$ cat src/rtl/hs_ram_bridge.sv
// hs_ram_bridge: lends the single-port work RAM to the hiscore engine while the CPU is paused.
// Optional out-of-window write statistics on err_count: define HS_RAM_BRIDGE_STATS_EN.
module hs_ram_bridge #(
   parameter logic [15:0] RAM_BASE     = 16'h6000,
   parameter int          RAM_AW       = 12,
   parameter int          QUIET_CYCLES = 4
) (
   input  logic              clk_sys,
   input  logic              reset,
   input  logic              pause_cpu,
   input  logic              hs_access,
   input  logic              hs_write,
   input  logic [15:0]       hs_address,
   input  logic [7:0]        hs_data_in,
   output logic [7:0]        hs_data_out,
   output logic              hs_owned,
   input  logic [RAM_AW-1:0] cpu_addr,
   input  logic [7:0]        cpu_din,
   input  logic              cpu_we,
   output logic [RAM_AW-1:0] ram_addr,
   output logic [7:0]        ram_din,
   output logic              ram_we,
   input  logic [7:0]        ram_dout,
   output logic [7:0]        err_count
);

   typedef enum logic [1:0] {
      ST_CPU,
      ST_DRAIN,
      ST_HS,
      ST_RELEASE
   } state_t;

   localparam logic [7:0] QUIET_LAST = 8'(QUIET_CYCLES - 1);

   state_t     state_q, state_d;
   logic [7:0] quiet_q, quiet_d;
   logic       rd_v1_q, rd_v1_d;
   logic       rd_w1_q, rd_w1_d;
   logic [7:0] dout_q, dout_d;
   logic       in_win;
   logic       hs_live;

   assign in_win  = (hs_address[15:RAM_AW] == RAM_BASE[15:RAM_AW]);
   assign hs_live = hs_access && pause_cpu;

   always_comb begin
      state_d = state_q;
      quiet_d = quiet_q;
      case (state_q)
         ST_CPU: begin
            if (hs_live) begin
               state_d = ST_DRAIN;
               quiet_d = 8'h00;
            end
         end
         ST_DRAIN: begin
            if (!hs_live) begin
               state_d = ST_CPU;
            end else if (cpu_we) begin
               quiet_d = 8'h00;
            end else if (quiet_q == QUIET_LAST) begin
               state_d = ST_HS;
            end else begin
               quiet_d = quiet_q + 8'd1;
            end
         end
         ST_HS: begin
            if (!hs_live) begin
               state_d = ST_RELEASE;
            end
         end
         ST_RELEASE: begin
            state_d = ST_CPU;
         end
         default: begin
            state_d = ST_CPU;
         end
      endcase
   end

   // During reset the port always behaves as in CPU, whatever state_q holds.
   always_comb begin
      ram_addr = cpu_addr;
      ram_din  = cpu_din;
      ram_we   = cpu_we;
      if (!reset) begin
         case (state_q)
            ST_HS: begin
               ram_addr = hs_address[RAM_AW-1:0];
               ram_din  = hs_data_in;
               ram_we   = hs_write && in_win && pause_cpu;
            end
            ST_RELEASE: begin
               ram_we = 1'b0;
            end
            default: begin
               ram_we = cpu_we;
            end
         endcase
      end
   end

   always_comb begin
      rd_v1_d = (state_q == ST_HS);
      rd_w1_d = in_win;
      dout_d  = dout_q;
      if (rd_v1_q) begin
         dout_d = rd_w1_q ? ram_dout : 8'hFF;
      end
   end

   always_ff @(posedge clk_sys) begin
      if (reset) begin
         state_q <= ST_CPU;
         quiet_q <= 8'h00;
         rd_v1_q <= 1'b0;
         rd_w1_q <= 1'b0;
         dout_q  <= 8'h00;
      end else begin
         state_q <= state_d;
         quiet_q <= quiet_d;
         rd_v1_q <= rd_v1_d;
         rd_w1_q <= rd_w1_d;
         dout_q  <= dout_d;
      end
   end

   assign hs_owned    = (state_q == ST_HS);
   assign hs_data_out = dout_q;

`ifdef HS_RAM_BRIDGE_STATS_EN
   logic [7:0] err_q, err_d;

   always_comb begin
      err_d = err_q;
      if (state_q == ST_HS && hs_write && !in_win && err_q != 8'hFF) begin
         err_d = err_q + 8'd1;
      end
   end

   always_ff @(posedge clk_sys) begin
      if (reset) begin
         err_q <= 8'h00;
      end else begin
         err_q <= err_d;
      end
   end

   assign err_count = err_q;
`else
   assign err_count = 8'h00;
`endif

endmodule
$ cat config.mk
export PLATFORM = sky130hd
export DESIGN_NAME = hs_ram_bridge
export DESIGN_NICKNAME = d
export VERILOG_FILES = /design/src/rtl/hs_ram_bridge.sv
export SDC_FILE = /design/constraint.sdc
export NUM_CORES = 1
export LEC_CHECK = 0
export BUFFER_PORTS_ARGS = -buffer_cell sky130_fd_sc_hd__clkbuf_2
export CAP_MARGIN = 20
export CORE_ASPECT_RATIO = 0.75
export CORE_UTILIZATION = 42
export DETAILED_ROUTE_END_ITERATION = 16
export PLACE_DENSITY = 0.85
export SYNTH_ARGS = -nofsm -noshare
export SYNTH_HDL_FRONTEND = slang
export SYNTH_SLANG_ARGS = --single-unit
export TNS_END_PERCENT = 30
$ cat constraint.sdc
create_clock -name clk_sys -period 4.2 [get_ports clk_sys]
set_input_delay 0.63 -clock clk_sys [delete_from_list [all_inputs] [get_ports clk_sys]]
set_output_delay 0.63 -clock clk_sys [all_outputs]
set_load 0.02 [all_outputs]
==> results.cfg <==
[power]
seq_power_share_pct = 48.8
power_frac_comb_pct = 20.3
p_sw_mw = 0.0999
p_sw_share_pct = 25.6
p_leak_nw = 0.814
cellPowerDensity_nw_per_um2 = 236
internal_power_mw = 0.291
vdd_drop_max_mv = 0.129
p_clk_share_pct = 30.9

[global_routing]
antenna_found_initial = 0
overflow = 0
grt_usage_pct = 22.4
grt_max_degree = 22
grt_pass1_wl_mm = 5.08
grt_pass1_vias = 1161

[cells_and_area]
stdcell_count = 249
drive_gt1_share_pct = 55.4
fillerInstances = 253
final_nets = 274
final_area_um2 = 1660
area_delta_synth_final_pct = 39.4
post-route-util_pct = 62.6
antenna_cells = 0

[route]
drt_wl_total_mm = 3.17
drtIter0Drc = 30
viasPerCell = 4.86
remaining_drc_errors = 0
antenna_left = 0
route.vias.total = 1210
dr.pass1.iters = 4
post_drt_wl_per_cell_um = 12.7

[die]
dieArea_um2 = 3050
design.core.area_um2 = 2640
die_y_um = 48.0
start_util_pct = 44.9
die_x_um = 63.4
pin_count = 96
placementRows = 16

[min_path]
min_to = hs_data_out[6]
min_from = rd_w1_q
worst_hold_path_type = register to register
whs_path_depth = 1

[clocking]
clkSinkCount = 20
cts_made_buffers = 3
cts_max_level = 1
root_buffer = clkbuf_8
clk_latency_ns = 0.25
clockBufferDepth = 2
cts_tree = built
post_cts_buffers = 0
postCtsResizedCells = 0
clk_pin_slew_ns = 0.07
postCtsHoldBufs = 0

[setup_path]
rrSetupSlack_ns = 2.62
critPathRequiredTime_ns = 3.57
cp_cell_sequence = clkbuf_2, nor2_1, buf_4, mux2_2, clkbuf_2
critical_path.max_fanout = 21
cp_top_family = buffers and inverters
cp-start-kind = primary input
cpPeakStageDelay_ns = 0.38
r2r-end = quiet_q[1]
r2r_cells = 5
slowest_stage = mux2_2
cp_common_cell = clkbuf_2
end_kind = output pin
r2r_start = quiet_q[0]
path_class = primary input to output pin
cp.arrival_ns = 1.88
crit_buf_inv = 3

[yosys]
syn_inst = 128
synth_top_area_share_pct = 33.7
synth_area_leaders = dfxtp_1 (34%), mux2_2 (19%), buf_4 (6.3%)
yosysTopAreaCell = dfxtp_1
syn_avg_cell_area_um2 = 9.28
yosys-top-cells-count = dfxtp_1 (20), mux2_2 (20), nor2_1 (16), buf_4 (10), nand2_1 (8)
synth_edf_count = 0
synth-main-ff-cell = dfxtp_1
synth_area_um2 = 1190
yosysUniqueCellTypes = 36
synth_seq_cells = 20
ys_seq_area_share_pct = 33.7
synthArstFlopShare_pct = 0
ys_warn_count = 0

[sta]
fin_setup_tns_ns = 0
rsz0062_at_grt = false
finalSetupViolCount = 0
slew_violations = 0
worst_slack_ns = 1.69
fin_crit_sh_pct = 59.7
worst_clock_skew_ns = 0.00320
post-route-min-period_ns = 2.51
hold_viol = 0
fmax_mhz = 399

[placement]
place_congestion = 0.785
pre_cts_slack_ns = 1.69
hpwl_mm = 2.64
placed_cell_area_um2 = 1610
port_buffers = 87
dpl.cell_count = 246

[run]
maxCapViolations = 0

[status]
status = finished clean
## kinds of logic after synthesis
kind of cell / synth area share, %
other: 0.316
flip-flops: 33.7
adder cells (fa/ha/maj): 1.05
AND/OR/NAND/NOR: 21.1
multiplexers: 19.8
XOR/XNOR: 1.48
AO/OA/AOI/OAI: 13.9
buffers and inverters: 8.64
## flip-flops by register name, indices dropped and copies added (netlist names), named ones only
signal,count
hs_data_out,8
quiet_q,8
rd_v1_q,1
rd_w1_q,1
state_q,1
## power by group through the flow
stage,Clock (mW),Sequential [mW],Combinational [mW]
floorplan,0,0.195,0.0457
finish,0.121,0.191,0.0792
CTS,0.125,0.191,0.0798
global placement,0,0.195,0.0778
detailed placement,0,0.195,0.0795
global route,0.132,0.191,0.0852
## placed cells by master (no fill, tap or decap)
master / count
inv_1: 4
or3_1: 1
nand3b_1: 2
or3b_4: 1
nand2_1: 8
nor3_1: 1
a21oi_1: 7
xnor2_1: 2
nor3_2: 1
clkbuf_2: 87
nand3b_4: 1
o22ai_1: 7
a211oi_4: 1
and2b_2: 1
or2b_1: 1
mux2_2: 20
nor2b_1: 1
clkbuf_8: 3
a311oi_1: 1
a21boi_0: 1
nor2_1: 16
buf_4: 1
a31o_2: 1
conb_1: 8
ha_1: 1
a31oi_1: 1
and4b_1: 2
mux2i_1: 1
a41o_1: 1
nor4_1: 1
nand3_1: 1
nand4b_1: 1
nor4b_4: 1
o21ai_0: 5
and3_1: 1
dfxtp_1: 20
## metrics by stage
stage	total power, mW	hold WS (ns)
floorplan	0.241	0.434
CTS	0.395	0.463
detailed placement	0.274	0.454
global route	0.408	0.476
global placement	0.273	0.449
finish	0.390	0.462
## routing by layer
layer / up-vias / share of wire (%) / global-route usage [%]
met3: 6 / 5.6 / 4.05
met1: 542 / 43 / 25.1
li1: 611 / - / -
met4: 0 / 2.1 / 9.55
met2: 51 / 49 / 44.0
met5: - / 0 / 0
## worst max-delay path by stage
| stage | slack, ns | cells after the start | from | endpoint |
|---|---|---|---|---|
| finish | 1.69 | 5 | reset | ram_addr[8] |
| global route | 1.61 | 5 | reset | ram_addr[8] |
| CTS | 1.69 | 5 | reset | ram_addr[8] |
| detailed placement | 1.69 | 5 | reset | ram_addr[8] |
| global placement | 1.71 | 5 | reset | ram_addr[1] |
| floorplan | 2.03 | 4 | reset | ram_addr[0] |
## final cells by class
type / instances / area, um2 / area share [%]
inverter: 4 / 15.0 / 0.907
multi-input combinational: 98 / 711 / 42.9
sequential: 20 / 400 / 24.2
tap: 36 / 45.0 / 2.72
clock buffer: 3 / 41.3 / 2.49
timing repair buffer: 88 / 443 / 26.8
Note: power is estimated with default switching activity, not from simulation.
